===== src/rtl/regfile_pkg.sv =====
// Shared defaults, address type and read-bypass priority for the multi-port
// register file with load scoreboard.
package regfile_pkg;

    localparam int XLEN_D  = 32;
    localparam int NREGS_D = 32;

    typedef logic [$clog2(NREGS_D)-1:0] reg_addr_t;

    typedef enum logic [1:0] {
        SRC_ARRAY = 2'd0,
        SRC_WR0   = 2'd1,
        SRC_WR1   = 2'd2
    } byp_src_e;

    // Memory writeback is newest, so it outranks ALU writeback, which outranks the array.
    function automatic byp_src_e bypass_src(input logic hit1, input logic hit0);
        if (hit1) begin
            return SRC_WR1;
        end
        if (hit0) begin
            return SRC_WR0;
        end
        return SRC_ARRAY;
    endfunction

endpackage


===== src/rtl/regfile_scoreboard.sv =====
// Load scoreboard: one busy bit per register plus a running count of set bits.
// A reservation and a memory writeback on the same register resolve to busy.
module regfile_scoreboard
    import regfile_pkg::*;
#(
    parameter  int NREGS = NREGS_D,
    localparam int AW    = $clog2(NREGS),
    localparam int CW    = $clog2(NREGS + 1)
) (
    input  logic             clk,
    input  logic             rst,
    input  logic             rsv_en,
    input  logic [AW-1:0]    rsv_addr,
    input  logic             wr1_en,
    input  logic [AW-1:0]    wr1_addr,
    output logic [NREGS-1:0] busy_vec,
    output logic [CW-1:0]    pend_cnt
);

    logic [NREGS-1:0] r_busy;
    logic [CW-1:0]    r_cnt;
    logic [NREGS-1:0] w_set;
    logic [NREGS-1:0] w_clr;
    logic [NREGS-1:0] w_busy_nxt;
    logic             w_inc;
    logic             w_dec;

    always_comb begin
        w_set = '0;
        w_clr = '0;
        if (rsv_en && (rsv_addr != '0)) begin
            w_set[rsv_addr] = 1'b1;
        end
        if (wr1_en && (wr1_addr != '0)) begin
            w_clr[wr1_addr] = 1'b1;
        end
    end

    // Count moves only on real transitions, so the count tracks popcount exactly.
    assign w_busy_nxt = (r_busy & ~w_clr) | w_set;
    assign w_inc      = |(w_set & ~r_busy);
    assign w_dec      = |(w_clr & r_busy & ~w_set);

    always_ff @(posedge clk) begin
        if (rst) begin
            r_busy <= '0;
            r_cnt  <= '0;
        end else begin
            r_busy <= w_busy_nxt;
            r_cnt  <= r_cnt + CW'(w_inc) - CW'(w_dec);
        end
    end

    assign busy_vec = r_busy;
    assign pend_cnt = r_cnt;

endmodule


===== src/rtl/mp_regfile_sb.sv =====
// Multi-port integer register file: NRD bypassed read ports, ALU and memory
// write ports, and an integrated load scoreboard. Register 0 reads as zero.
module mp_regfile_sb
    import regfile_pkg::*;
#(
    parameter  int XLEN  = XLEN_D,
    parameter  int NREGS = NREGS_D,
    parameter  int NRD   = 2,
    localparam int AW    = $clog2(NREGS),
    localparam int CW    = $clog2(NREGS + 1)
) (
    input  logic                     clk,
    input  logic                     rst,
    input  logic [NRD-1:0][AW-1:0]   rd_addr,
    output logic [NRD-1:0][XLEN-1:0] rd_data,
    output logic [NRD-1:0]           rd_ready,
    input  logic                     wr0_en,
    input  logic [AW-1:0]            wr0_addr,
    input  logic [XLEN-1:0]          wr0_data,
    input  logic                     wr1_en,
    input  logic [AW-1:0]            wr1_addr,
    input  logic [XLEN-1:0]          wr1_data,
    input  logic                     rsv_en,
    input  logic [AW-1:0]            rsv_addr,
    output logic [NREGS-1:0]         busy_vec,
    output logic [CW-1:0]            pend_cnt,
    output logic                     wr_conflict
);

    logic [XLEN-1:0]  r_mem [NREGS];
    logic             r_conflict;
    logic             w_we0;
    logic             w_we1;
    logic [NREGS-1:0] w_busy;

    assign w_we0 = wr0_en && (wr0_addr != '0);
    assign w_we1 = wr1_en && (wr1_addr != '0);

    // Port 1 is assigned last so it wins a same-address collision.
    always_ff @(posedge clk) begin
        if (rst) begin
            for (int r = 0; r < NREGS; r++) begin
                r_mem[r] <= '0;
            end
            r_conflict <= 1'b0;
        end else begin
            if (w_we0) begin
                r_mem[wr0_addr] <= wr0_data;
            end
            if (w_we1) begin
                r_mem[wr1_addr] <= wr1_data;
            end
            r_conflict <= w_we0 && w_we1 && (wr0_addr == wr1_addr);
        end
    end

    assign wr_conflict = r_conflict;

    regfile_scoreboard #(
        .NREGS (NREGS)
    ) u_sb (
        .clk      (clk),
        .rst      (rst),
        .rsv_en   (rsv_en),
        .rsv_addr (rsv_addr),
        .wr1_en   (wr1_en),
        .wr1_addr (wr1_addr),
        .busy_vec (w_busy),
        .pend_cnt (pend_cnt)
    );

    assign busy_vec = w_busy;

    for (genvar g = 0; g < NRD; g++) begin : g_rd
        byp_src_e        w_src;
        logic [XLEN-1:0] w_data;
        logic            w_rdy;

        assign w_src = bypass_src(w_we1 && (wr1_addr == rd_addr[g]),
                                  w_we0 && (wr0_addr == rd_addr[g]));

        // A memory-writeback bypass always satisfies the reader; ALU data may still be shadowed by a pending load.
        always_comb begin
            w_data = '0;
            w_rdy  = 1'b0;
            if (!rst) begin
                if (rd_addr[g] == '0) begin
                    w_rdy = 1'b1;
                end else begin
                    case (w_src)
                        SRC_WR1: begin
                            w_data = wr1_data;
                            w_rdy  = 1'b1;
                        end
                        SRC_WR0: begin
                            w_data = wr0_data;
                            w_rdy  = !w_busy[rd_addr[g]];
                        end
                        default: begin
                            w_data = r_mem[rd_addr[g]];
                            w_rdy  = !w_busy[rd_addr[g]];
                        end
                    endcase
                end
            end
        end

        assign rd_data[g]  = w_data;
        assign rd_ready[g] = w_rdy;
    end

endmodule


===== config.mk =====
export PLATFORM = sky130hd
export DESIGN_NAME = mp_regfile_sb
export DESIGN_NICKNAME = d
export VERILOG_FILES = /design/src/rtl/regfile_pkg.sv /design/src/rtl/regfile_scoreboard.sv /design/src/rtl/mp_regfile_sb.sv
export SDC_FILE = /design/constraint.sdc
export NUM_CORES = 2
export LEC_CHECK = 0
export CORE_ASPECT_RATIO = 1.5
export CORE_MARGIN = 10
export CORE_UTILIZATION = 60
export CTS_BUF_LIST = sky130_fd_sc_hd__clkbuf_8
export DETAILED_ROUTE_END_ITERATION = 7
export GPL_ROUTABILITY_DRIVEN = 0
export PLACE_DENSITY_LB_ADDON = 0.15
export SYNTH_ARGS = -nofsm -noshare
export SYNTH_HDL_FRONTEND = slang
export SYNTH_SLANG_ARGS = --single-unit

===== constraint.sdc =====
create_clock -name clk -period 5.1 [get_ports clk]
set_input_delay 1.02 -clock clk [delete_from_list [all_inputs] [get_ports clk]]
set_output_delay 1.02 -clock clk [all_outputs]
set_load 0.005 [all_outputs]

==> impl_metrics.yaml <==
pwr:
  max-vdd-ir-drop_mv: 0.272
  p_leak_nw: 23.9
  p_total_mw: 21.1
  p_switching_mw: 6.06
  power_frac_seq_pct: 49.4
  pwr-share-comb_pct: 18.0
  switching_share_pct: 28.8
  p_int_mw: 15.0
  powerDensity_nw_per_um2: 297
  clockPowerShare_pct: 32.6
run_status:
  status: "finished clean"
layout:
  seq_area_um2: 31500
  layout_commonest_cell: "edfxtp_1"
  final_nets: 4522
  utilization_pct: 68.8
  stdcell_area_um2: 70900
  layout_common_cells: "edfxtp_1, a22o_1, mux4_2, buf_4, clkdlybuf4s50_1"
  multiInputGateArea_um2: 28800
  drive_above_1_share_pct: 27.5
  fill_cells: 7121
  syn_to_final_growth_pct: 13.6
setup_path:
  cp-start-kind: "input pin"
  crit_fanout: 25
  worstPathRequired_ns: 4.08
  crit_arrival_ns: 4.05
  cpMaxStageDelayCell: "or4_4"
  max_stage_delay_ns: 0.56
  cpMostUsedCell: "clkdlybuf4s50_1"
  path_cells: "clkdlybuf4s50_1 > or4_4 > o211ai_4 > nor2_1 > or3_2 > buf_12 > o221a_1 > clkdlybuf4s50_1"
  crit_type: "input pin to output pin"
  end_kind: "output pin"
logic_synthesis:
  synth_cell_types: 64
  syn_inst: 4359
  async_reset_ff_share_pct: 0
  synth_edf_count: 1024
  yosysSeqAreaShare_pct: 50.5
  synthFlopType: "edfxtp_1"
  ys_ff_latch: 1063
  avgSynthCellArea_um2: 14.3
  syn-cell-area_um2: 62400
  ys_warn_count: 0
global_route:
  gr-usage-all-layers_pct: 44.7
  overflow: 0
  grt_pass1_wl_mm: 373
  grt_pass1_vias: 50500
  antenna_found_initial: 16
  use_met1_pct: 51.3
  grt_busiest_layer: "met2"
  gr-usage-met3_pct: 23.1
  grt_max_degree: 88
  use_met2_pct: 63.3
placement:
  place_area_um2: 67800
  hpwlAfterDp_mm: 157
  place_ws_ns: -0.0245
  port_buffers: 198
clock_tree:
  clk_latency_ns: 0.91
  clock_sinks: 1063
  ctsLongestPathBuffers: 3
  cts_buffers: 163
  cts_tree: "built"
  root_buffer: "clkbuf_8"
  htree_num_levels: 4
  clkSlewWorstSetupHoldPaths_ns: 0.05
  holdBufCountCts: 0
sta:
  rsz0062_at_grt: "no"
  fmax_mhz: 197
  slew_headroom_pct: 16.1
  setup_violations: 0
  timing.final.crit_share_pct: 99.3
  drv_slew: 0
  timing.hold.ws_ns: 0.507
  hold_viol_final: 0
  worst_pin_slew_ns: 1.26
  fin_ws_ns: 0.0342
  final.setup_skew_ns: 0.0254
  final.min_clock_period_ns: 5.07
floorplan:
  boundaryPins: 199
  die_x_um: 283
  die_h_um: 415
  initial_core_util_pct: 60.5
  rows: 144
  core_um2: 103000
  die-area_um2: 118000
route:
  drt-wirelength-per-cell_um: 45.4
  wirelength_mm: 270
  drc: 0
  viasPerCell: 8.69
  firstDrtPassIters: 8
  vias: 51700
  drtIter0Drc: 11100
  drtAntennaViolNets: 0
job:
  maxCapViolCount: 0
worst_hold_path:
  hold_path.class: "register to register"
[metrics by stage]
stage / instances / setup TNS, ns
floorplan: 4390 / 0
global placement: 5638 / 0
detailed placement: 5638 / -0.0245
CTS: 5929 / 0
global route: 5932 / 0
finish: 5946 / 0
[state kept, by name, summed over array words and instances, names as in the netlist]
| register | cells |
|---|---|
| u_sb.pend_cnt | 6 |
| r_mem | 1024 |
| wr_conflict | 1 |
| u_sb.busy_vec | 32 |
[synthesized netlist by cell type (all sizes together), types with 3 or more instances]
library cell | count | area (um2)
a21oi | 101 | 505
a31oi | 35 | 219
nor4bb | 3 | 30.0
nor2 | 130 | 488
mux2 | 4 | 45.0
nor2b | 37 | 231
nand3b | 4 | 30.0
buf | 170 | 810
nand4 | 9 | 56.3
nand3 | 7 | 35.0
or3 | 4 | 25.0
a221o | 20 | 200
o221a | 64 | 721
or2 | 6 | 37.5
o31ai | 34 | 255
dfxtp | 39 | 781
inv | 46 | 173
and4b | 3 | 30.0
edfxtp | 1024 | 30700
a311oi | 32 | 280
a211oi | 32 | 240
xnor2 | 26 | 228
a22o | 1012 | 8860
and2 | 16 | 100
nor4 | 4 | 25.0
o211ai | 3 | 50.1
ha | 6 | 75.1
a22oi | 67 | 503
o22a | 4 | 35.0
nand4b | 3 | 26.3
o2111ai | 18 | 158
nand4bb | 4 | 45.0
mux2i | 41 | 410
nand2b | 8 | 50.1
mux4 | 558 | 12600
nand2 | 82 | 308
clkbuf | 523 | 1960
o21ai | 54 | 270
nor3 | 68 | 340
nor3b | 5 | 37.5
a21o | 3 | 22.5
o22ai | 31 | 194
[kinds of logic after synthesis]
logic type | share of synthesized area (%)
buffers and inverters | 4.72
adders and majority gates | 0.152
xor gates and xnor gates | 0.393
and+or+nand+nor | 3.12
DFF | 50.5
AOI/OAI and AO/OA | 20.2
other | 0.00601
muxes | 20.9
[power by group through the flow]
stage | Clock [mW] | Sequential [mW] | Combinational (mW)
2_1_floorplan | 0 | 10.5 | 2.05
3_3_place_gp | 0 | 10.5 | 3.51
3_5_place_dp | 0 | 10.6 | 3.54
4_1_cts | 6.80 | 10.4 | 3.57
5_1_grt | 7.15 | 10.4 | 3.80
6_report | 6.87 | 10.4 | 3.78
[repair_timing]
action,4_1_cts,5_1_grt
endpoints found under the setup margin,1,23
pin swaps,1,0
cloned,1,0
gates resized for setup,0,3
buffers inserted,4,0
[critical path: cells and delay by family]
kind,cells,cell delay [ns]
AND/OR/NAND/NOR,3,1.21
AO/OA/AOI/OAI,2,0.57
buffers and inverters,3,1.14
[worst paths after layout]
| path | start | end | slack, ns | cells after the start |
|---|---|---|---|---|
| max | wr1_addr[2] | rd_data[20] | 0.03 | 8 |
| min | u_sb.busy_vec[0] | u_sb.busy_vec[0] | 0.51 | 1 |
| max reg2reg | u_sb.busy_vec[19] | u_sb.pend_cnt[4] | 2.18 | 14 |
| min reg2reg | u_sb.busy_vec[0] | u_sb.busy_vec[0] | 0.51 | 1 |
[metal layers]
metal  wire length [um]  vias up
met1              78600    25000
met2             113000     6263
met4              26100       12
li1                   -    18600
met5                270        -
met3              52100     1842
[cell type report]
class | count | share of cell area (%)
Antenna cell | 17 | 0.0600
Timing Repair Buffer | 559 | 7.94
Tap cell | 1387 | 2.45
Clock buffer | 170 | 3.30
Clock inverter | 116 | 0.893
Sequential cell | 1063 | 44.5
Multi-Input combinational cell | 2588 | 40.6
Inverter | 46 | 0.244
(Power assumes the default switching activity.)
